$ cat src/rtl/hybrid_mult_pipe.sv
// hybrid_mult_pipe: 3-stage exact/approximate multiplier with valid/ready stall
// and a saturating counter of approximate results that differ from exact.
module hybrid_mult_pipe #(
   parameter int WIDTH = 8,
   parameter int K = 3,
   parameter int CNT_W = 16
) (
   input  logic               clk,
   input  logic               rst,
   input  logic               in_valid,
   output logic               in_ready,
   input  logic [WIDTH-1:0]   a,
   input  logic [WIDTH-1:0]   b,
   input  logic               mode,
   output logic               out_valid,
   input  logic               out_ready,
   output logic [2*WIDTH-1:0] product,
   output logic               out_mode,
   output logic               mismatch,
   output logic [CNT_W-1:0]   mismatch_count,
   input  logic               clr_count
);
   localparam int P = 2 * WIDTH;
   localparam int H2 = 2 * (WIDTH - K);
   logic             advance, c0;
   logic             v1, m1, c1, v2, m2;
   logic [WIDTH-1:0] a1, b1, hl1, lh1;
   logic [K-1:0]     ll1;
   logic [H2-1:0]    hh1;
   logic [P-1:0]     ap2, ex2, ap_sum, ex_sum;
   assign advance = !out_valid | out_ready;
   assign in_ready = advance;
   // carry-out of the K-bit sum aL+bL compensates the OR approximation
   assign c0 = ((K+1)'(a[K-1:0]) + (K+1)'(b[K-1:0])) >= (K+1)'(1 << K);
   assign ap_sum = P'(ll1) + (P'(hl1) << K) + (P'(lh1) << K) + (P'(hh1) << (2*K)) + (P'(c1) << K);
   assign ex_sum = P'(a1) * P'(b1);
   always_ff @(posedge clk) begin
      if (rst) begin
         v1 <= 1'b0;
         v2 <= 1'b0;
         out_valid <= 1'b0;
         product <= '0;
         out_mode <= 1'b0;
         mismatch <= 1'b0;
      end else if (advance) begin
         v1 <= in_valid;
         m1 <= mode;
         a1 <= a;
         b1 <= b;
         c1 <= c0;
         ll1 <= a[K-1:0] | b[K-1:0];
         hl1 <= WIDTH'(a[WIDTH-1:K]) * WIDTH'(b[K-1:0]);
         lh1 <= WIDTH'(a[K-1:0]) * WIDTH'(b[WIDTH-1:K]);
         hh1 <= H2'(a[WIDTH-1:K]) * H2'(b[WIDTH-1:K]);
         v2 <= v1;
         m2 <= m1;
         ap2 <= ap_sum;
         ex2 <= ex_sum;
         out_valid <= v2;
         if (v2) begin
            product <= m2 ? ap2 : ex2;
            out_mode <= m2;
            mismatch <= m2 & (ap2 != ex2);
         end
      end
   end
   always_ff @(posedge clk) begin
      if (rst || clr_count)
         mismatch_count <= '0;
      else if (out_valid && out_ready && mismatch && mismatch_count != '1)
         mismatch_count <= mismatch_count + 1'b1;
   end
endmodule

$ cat config.mk
export PLATFORM = sky130hd
export DESIGN_NAME = hybrid_mult_pipe
export DESIGN_NICKNAME = d
export VERILOG_FILES = /design/src/rtl/hybrid_mult_pipe.sv
export SDC_FILE = /design/constraint.sdc
export NUM_CORES = 1
export LEC_CHECK = 0
export CAP_MARGIN = 10
export CORE_AREA = 3 3 129 131
export DETAILED_ROUTE_END_ITERATION = 10
export DIE_AREA = 0 0 132 134
export GPL_ROUTABILITY_DRIVEN = 0
export PLACE_DENSITY = 0.74
export SETUP_SLACK_MARGIN = 0.02
export SKIP_LAST_GASP = 1
export SYNTH_ARGS = -nofsm -noshare
export SYNTH_HDL_FRONTEND = slang
export SYNTH_SLANG_ARGS = --single-unit
$ cat constraint.sdc
create_clock -name clk -period 6.91 [get_ports clk]
set_input_delay 1.382 -clock clk [delete_from_list [all_inputs] [get_ports clk]]
set_output_delay 1.382 -clock clk [all_outputs]
set_load 0.05 [all_outputs]
==> metrics.cfg, run 1 <==
[finish]
drive_gt1_share_pct=5.68
finalNetCount=1016
n_antenna_cell=0
stdcell_area_um2=9890
n_fill_cell=1215
regArea_um2=3140
area_delta_synth_final_pct=16.5
multi_input_area_um2=4930

[clock_network]
htreeDepth=4
path_clk_slew_ns=0.05
clock_sinks=117
cts_tree=done
cts_resized=0
cts_setup_buffers=0
cts_buffer_depth=2
hold_buffers=0
clk_latency_ns=0.42
root_buffer=clkbuf_16
cts_made_buffers=17

[floorplan]
dieArea_um2=17700
rows=46
core_um2=15700
die_x_um=132
die_h_um=134
initial_core_util_pct=54.1
ioPinCount=58

[sta]
fmax_ghz=0.212
hold_violations=0
finalCritPeriodShare_pct=68.2
fin_worst_skew_ns=0.00677
final-max-slew-violation-count=0
fin_crit_ns=4.71
worst_pin_slew_ns=1.04
setup_viol=0
fin_tns_setup_ns=0
relSlewSlack_pct=30.6
rsz0062_at_grt=no

[grt]
grt_pass1_wl_mm=28.0
grt-ovfl-total=0
grt_usage_pct=19.8
grt_max_degree=50
antenna_found_initial=0
grt_pass1_vias=5780

[place]
port_buffers=57
place_hpwl_mm=13.3
place_area_um2=9270

[logic_synthesis]
postSynthAreaPerCell_um2=10.8
synth_cells=786
ys.flop_type=edfxtp_1
synth_top_area_share_pct=28.3
yosysWarnings=0
syn-cell-area_um2=8490
ys_seq_area_share_pct=37.0
synthArstFlopShare_pct=0
synth_edf_count=80
synth_nets=953
yosys.area.top_type=edfxtp_1
ys_seq_elements=117
netlist_top_cells_count=inv_1 (94), ha_1 (85), edfxtp_1 (80)
synth_most_common_cell=inv_1
synth_area_leaders=edfxtp_1 (28%), fa_1 (14%), ha_1 (13%)
synth.distinct_cells=53

[detailed_routing]
num_vias=5774
wl_mm=16.9
viasPerCell=5.36
drt_iter0_drc=316
wl_per_cell_um=15.7
final_antenna_net_count=0
firstDrtPassIters=5
drc=0

[run]
drv_cap=0

[pwr]
total_power_mw=2.89
p_per_area_nw_per_um2=292
swShare_pct=34.1
clkPwrFrac_pct=30.7
power.switching_mw=0.986
ir_drop_mv=0.188
total_leakage_power_nw=4.36
pwr-share-comb_pct=34.6
p_seq_share_pct=34.7
p_int_mw=1.90

[worst_setup_path]
rrSetupSlack_ns=2.53
crit_arrival_ns=4.88
endpoint_kind=register
required_ns=7.07
worstSetupPathType=in -> reg
path_max_fanout=9
worstSetupStartpointType=input pin

[run_status]
outcome=complete, no violations

[hold_path]
hold_class=reg -> reg

[worst max-delay path, cell delays in order]
cell and delay (ns):
clkdlybuf4s50_1 0.63, nand2_1 0.13, fa_1 0.51, fa_1 0.52, fa_1 0.55, inv_1 0.04
ha_1 0.34, a21o_1 0.19, a21oi_1 0.22, o21bai_1 0.10, a21oi_1 0.18, xnor2_1 0.09
[cell usage in the layout, fill, tap and decap left out, types with 19 or more instances in the layout]
cell,synthesis,routed
a211oi_1,23,23
and2_1,78,78
clkbuf_16,0,20
clkdlybuf4s50_1,0,57
dfxtp_1,37,37
edfxtp_1,80,80
fa_1,60,60
ha_1,85,85
inv_1,94,94
mux2i_1,19,19
nand2_1,54,54
nor2_1,60,60
xor2_1,38,38
[power by group through the flow]
stage,combinational (mW),clock (mW),sequential (mW)
after global routing,1.13,0.933,1.01
after global placement,0.947,0,1.01
final,0.999,0.885,1.00
after CTS,0.999,0.900,1.00
after detailed placement,0.984,0,1.02
after floorplan,0.746,0,0.995
[registers in the layout, summed over array words and instances (netlist names)]
signal and flops:
lh1 8, ex2 16, ll1 3, mismatch 1, a1 8, m1 1, hh1 10, out_mode 1
hl1 8, b1 8, mismatch_count 16, v1 1, c1 1, v2 1, ap2 16, out_valid 1
product 16, m2 1
[final cells by class]
class | count | share of cell area, %
clock buffers | 21 | 5.11
clock inverters | 11 | 1.14
inverters | 94 | 3.57
multi-input cells | 561 | 49.8
flip-flops and latches | 117 | 31.8
well taps | 216 | 2.73
repair buffers | 58 | 5.84
[final timing paths]
kind / to / depth (start not counted) / startpoint
worst min register to register: ap2[0] / 0 / ll1[0]
worst min-delay path: ap2[0] / 0 / ll1[0]
worst max register to register: ex2[14] / 13 / b1[7]
worst max-delay path: hh1[8] / 12 / a[4]
[metal layers]
metal  track usage [%]  up-vias  routed length [µm]
met3              4.80       22                 899
li1                  -     2806                   -
met5                 0        -                   0
met2              32.5      167                8140
met4              7.00        0                 361
met1              25.7     2779                7490
[per-stage QoR]
stage                     hold WS, ns  std cells  setup slack [ns]  util, %
after floorplan                 0.400        786             0.989        -
after detailed placement        0.405       1046              1.75     59.0
after global placement          0.409       1046              1.89     59.0
after CTS                       0.417       1078              2.19     63.0
after global routing            0.420       1078              2.03     63.0
final                           0.420       1078              2.20     63.0
[logic make-up (layout without fill, tap and decap cells)]
| logic type | Yosys count | after routing | synth area share (%) |
|---|---|---|---|
| simple gates | 245 | 245 | 14.7 |
| fa+ha+maj | 145 | 145 | 26.7 |
| flops | 117 | 117 | 37.0 |
| buf+inv | 108 | 184 | 5.05 |
| compound gates | 98 | 98 | 8.78 |
| xor+xnor | 54 | 54 | 5.57 |
| mux | 19 | 19 | 2.24 |
(Power assumes the default switching activity.)
==> run 2, diff against run 1 <==
==> constraint.sdc (replaced) <==
create_clock -name clk -period 4.6 [get_ports clk]
set_input_delay 0.92 -clock clk [delete_from_list [all_inputs] [get_ports clk]]
set_output_delay 0.92 -clock clk [all_outputs]
set_load 0.05 [all_outputs]
==> metrics.cfg, run 2 (synthesized netlist as in run 1, its figures left out) <==
[pwr]
swShare_pct=34.2  ; +0.075 points
p_seq_share_pct=35.4  ; +0.7 points
ir_drop_mv=0.303  ; +61%
pwr-share-comb_pct=35.6  ; +1.0 points
p_per_area_nw_per_um2=426  ; +46%
p_int_mw=2.78  ; +46%
total_leakage_power_nw=4.39  ; +0.74%
power.switching_mw=1.44  ; +47%
clkPwrFrac_pct=28.9  ; -1.8 points

[clock_network]
root_buffer=clkbuf_16
cts_made_buffers=17  ; unchanged
hold_buffers=0  ; unchanged
clock_sinks=117  ; unchanged
cts_buffer_depth=2  ; unchanged
clk_latency_ns=0.41  ; about the same
path_clk_slew_ns=0.05  ; about the same
cts_tree=done
cts_resized=0  ; unchanged
htreeDepth=4  ; unchanged

[worst_setup_path]
rr_endpoint=ex2[11]
crit_arrival_ns=4.47  ; -0.41 ns
slowest_delay_ns=0.54  ; -0.09 ns
worstSetupPathType=reg -> reg
required_ns=4.75  ; -2.32 ns
reg2regPathDepth=13  ; unchanged
crit_end=ex2[11]
worstSetupStartpointType=register
path_max_fanout=8  ; -1
endpoint_kind=register
crit_slowest_cell=fa_1
cpMostUsedCell=fa_1
path_cells=and2_1 -> fa_1 -> fa_1 -> inv_1 -> fa_1 -> fa_1 -> inv_1 -> ha_1 -> o21a_1 -> o31a_1 -> o31ai_4 -> a21oi_1 -> xor2_1
regToRegStartpoint=b1[4]
rrSetupSlack_ns=0.28  ; -2.25 ns
timing.critical_path.from=b1[4]

[finish]
layout_commonest_cell=inv_1
stdcell_count=1088  ; +0.93%
n_antenna_cell=0  ; unchanged
drive_gt1_share_pct=6.65  ; +0.97 points
stdcell_area_um2=9920  ; +0.29%
layout_common_cells=inv_1 (94), ha_1 (85), edfxtp_1 (80)
area_delta_synth_final_pct=16.8
finalNetCount=1026  ; +0.98%

[sta]
rsz0062_at_grt=no
fmax_ghz=0.231
setup_viol=0  ; unchanged
fin_tns_setup_ns=0  ; unchanged
worst_pin_slew_ns=1.06  ; +0.0238 ns
finalCritPeriodShare_pct=93.9
hold_violations=0  ; unchanged
relSlewSlack_pct=29.0  ; -1.6 points
fin_crit_ns=4.32
fin_ws_ns=0.280  ; -1.92 ns
final-max-slew-violation-count=0  ; unchanged
fin_worst_skew_ns=0.00874  ; +0.00198 ns

[detailed_routing]
wl_mm=16.5  ; -2.3%
wl_per_cell_um=15.2  ; -3.2%
viasPerCell=5.29  ; -1.2%
firstDrtPassIters=5  ; unchanged
drc=0  ; unchanged
num_vias=5757  ; -0.29%
drt_iter0_drc=329  ; +4.1%
final_antenna_net_count=0  ; unchanged

[grt]
grt_pass1_vias=5864  ; +1.5%
grt_max_degree=81  ; +62%
grt_usage_pct=19.8  ; +0.072 points
antenna_found_initial=0  ; unchanged
grtUsageMet2_pct=33.4  ; +0.94 points
use_met3_pct=3.75  ; -1.1 points
grt_busiest_layer=met2
use_met1_pct=25.7  ; about the same
grt-ovfl-total=0  ; unchanged
grt_pass1_wl_mm=28.2  ; +0.74%

[place]
place_area_um2=9350  ; +0.78%
dp_cells=1054  ; +0.76%
place_hpwl_mm=12.8  ; -3.4%
pre_cts_slack_ns=0.0788  ; -1.68 ns
port_buffers=57  ; unchanged

[floorplan]
core_um2=15700  ; unchanged
die_x_um=132  ; unchanged
rows=46  ; unchanged
ioPinCount=58  ; unchanged
initial_core_util_pct=54.1  ; unchanged
die_h_um=134  ; unchanged
dieArea_um2=17700  ; unchanged

[hold_path]
hold_path_depth=0  ; unchanged
hold_class=reg -> reg

[run]
drv_cap=0  ; unchanged

[run_status]
outcome=complete, no violations

==> run 2: cell types whose count changed in the layout (fill, tap and decap cells not counted), moves of 2 or more <==
cell	change
buf_4	+9
clkbuf_16	-2
clkbuf_8	+3
clkinv_4	-6
inv_4	+5
==> run 2: layer usage <==
metal	up-vias	part of all wire, %
met5	-	0
met4	0	2.0
met3	27	4.1
met2	163	49
met1	2744	45
li1	2823	-
==> run 2: power groups by stage <==
stage               Sequential (mW)  Combinational [mW]  Clock [mW]
floorplan                      1.49                1.12           0
global placement               1.51                1.43           0
detailed placement             1.52                1.49           0
CTS                            1.50                1.51        1.25
global route                   1.51                1.72        1.30
finish                         1.50                1.50        1.22
==> run 2: worst max-delay path, delay by kind of cell, from the launching register on <==
family | cells | cell delay (ns)
fa+ha+maj | 5 | 2.33
simple gates | 1 | 0.23
flops | 1 | 0.49
compound gates | 4 | 0.76
xor+xnor | 1 | 0.15
buf+inv | 2 | 0.09
==> run 2: what timing repair did <==
action / CTS / global route
setup endpoints to repair: 0 / 3
setup buffers: 0 / 2
hold endpoints to repair: 0 / 0
==> run 2: worst min path at each step <==
stage / from / end / slack (ns)
floorplan: ll1[0] / ap2[0] / 0.40
detailed placement: ll1[2] / ap2[2] / 0.41
finish: ll1[2] / ap2[2] / 0.42
global placement: ll1[2] / ap2[2] / 0.41
CTS: ll1[2] / ap2[2] / 0.42
global route: ll1[2] / ap2[2] / 0.44
==> run 2: through the flow <==
stage	hold WS, ns	power [mW]	utilization, %
after floorplan	0.400	2.61	-
after global placement	0.408	2.94	59.5
after detailed placement	0.409	3.01	59.5
after CTS	0.422	4.26	63.0
after global routing	0.438	4.54	63.1
final	0.421	4.22	63.1
==> run 2: final cells by class <==
type / count / area [µm²]
fillers: 1200 / 5790
flip-flops and latches: 117 / 3140
inverters: 94 / 353
repair buffers: 68 / 666
clock buffers: 22 / 495
well taps: 216 / 270
clock inverters: 10 / 63.8
multi-input cells: 561 / 4930
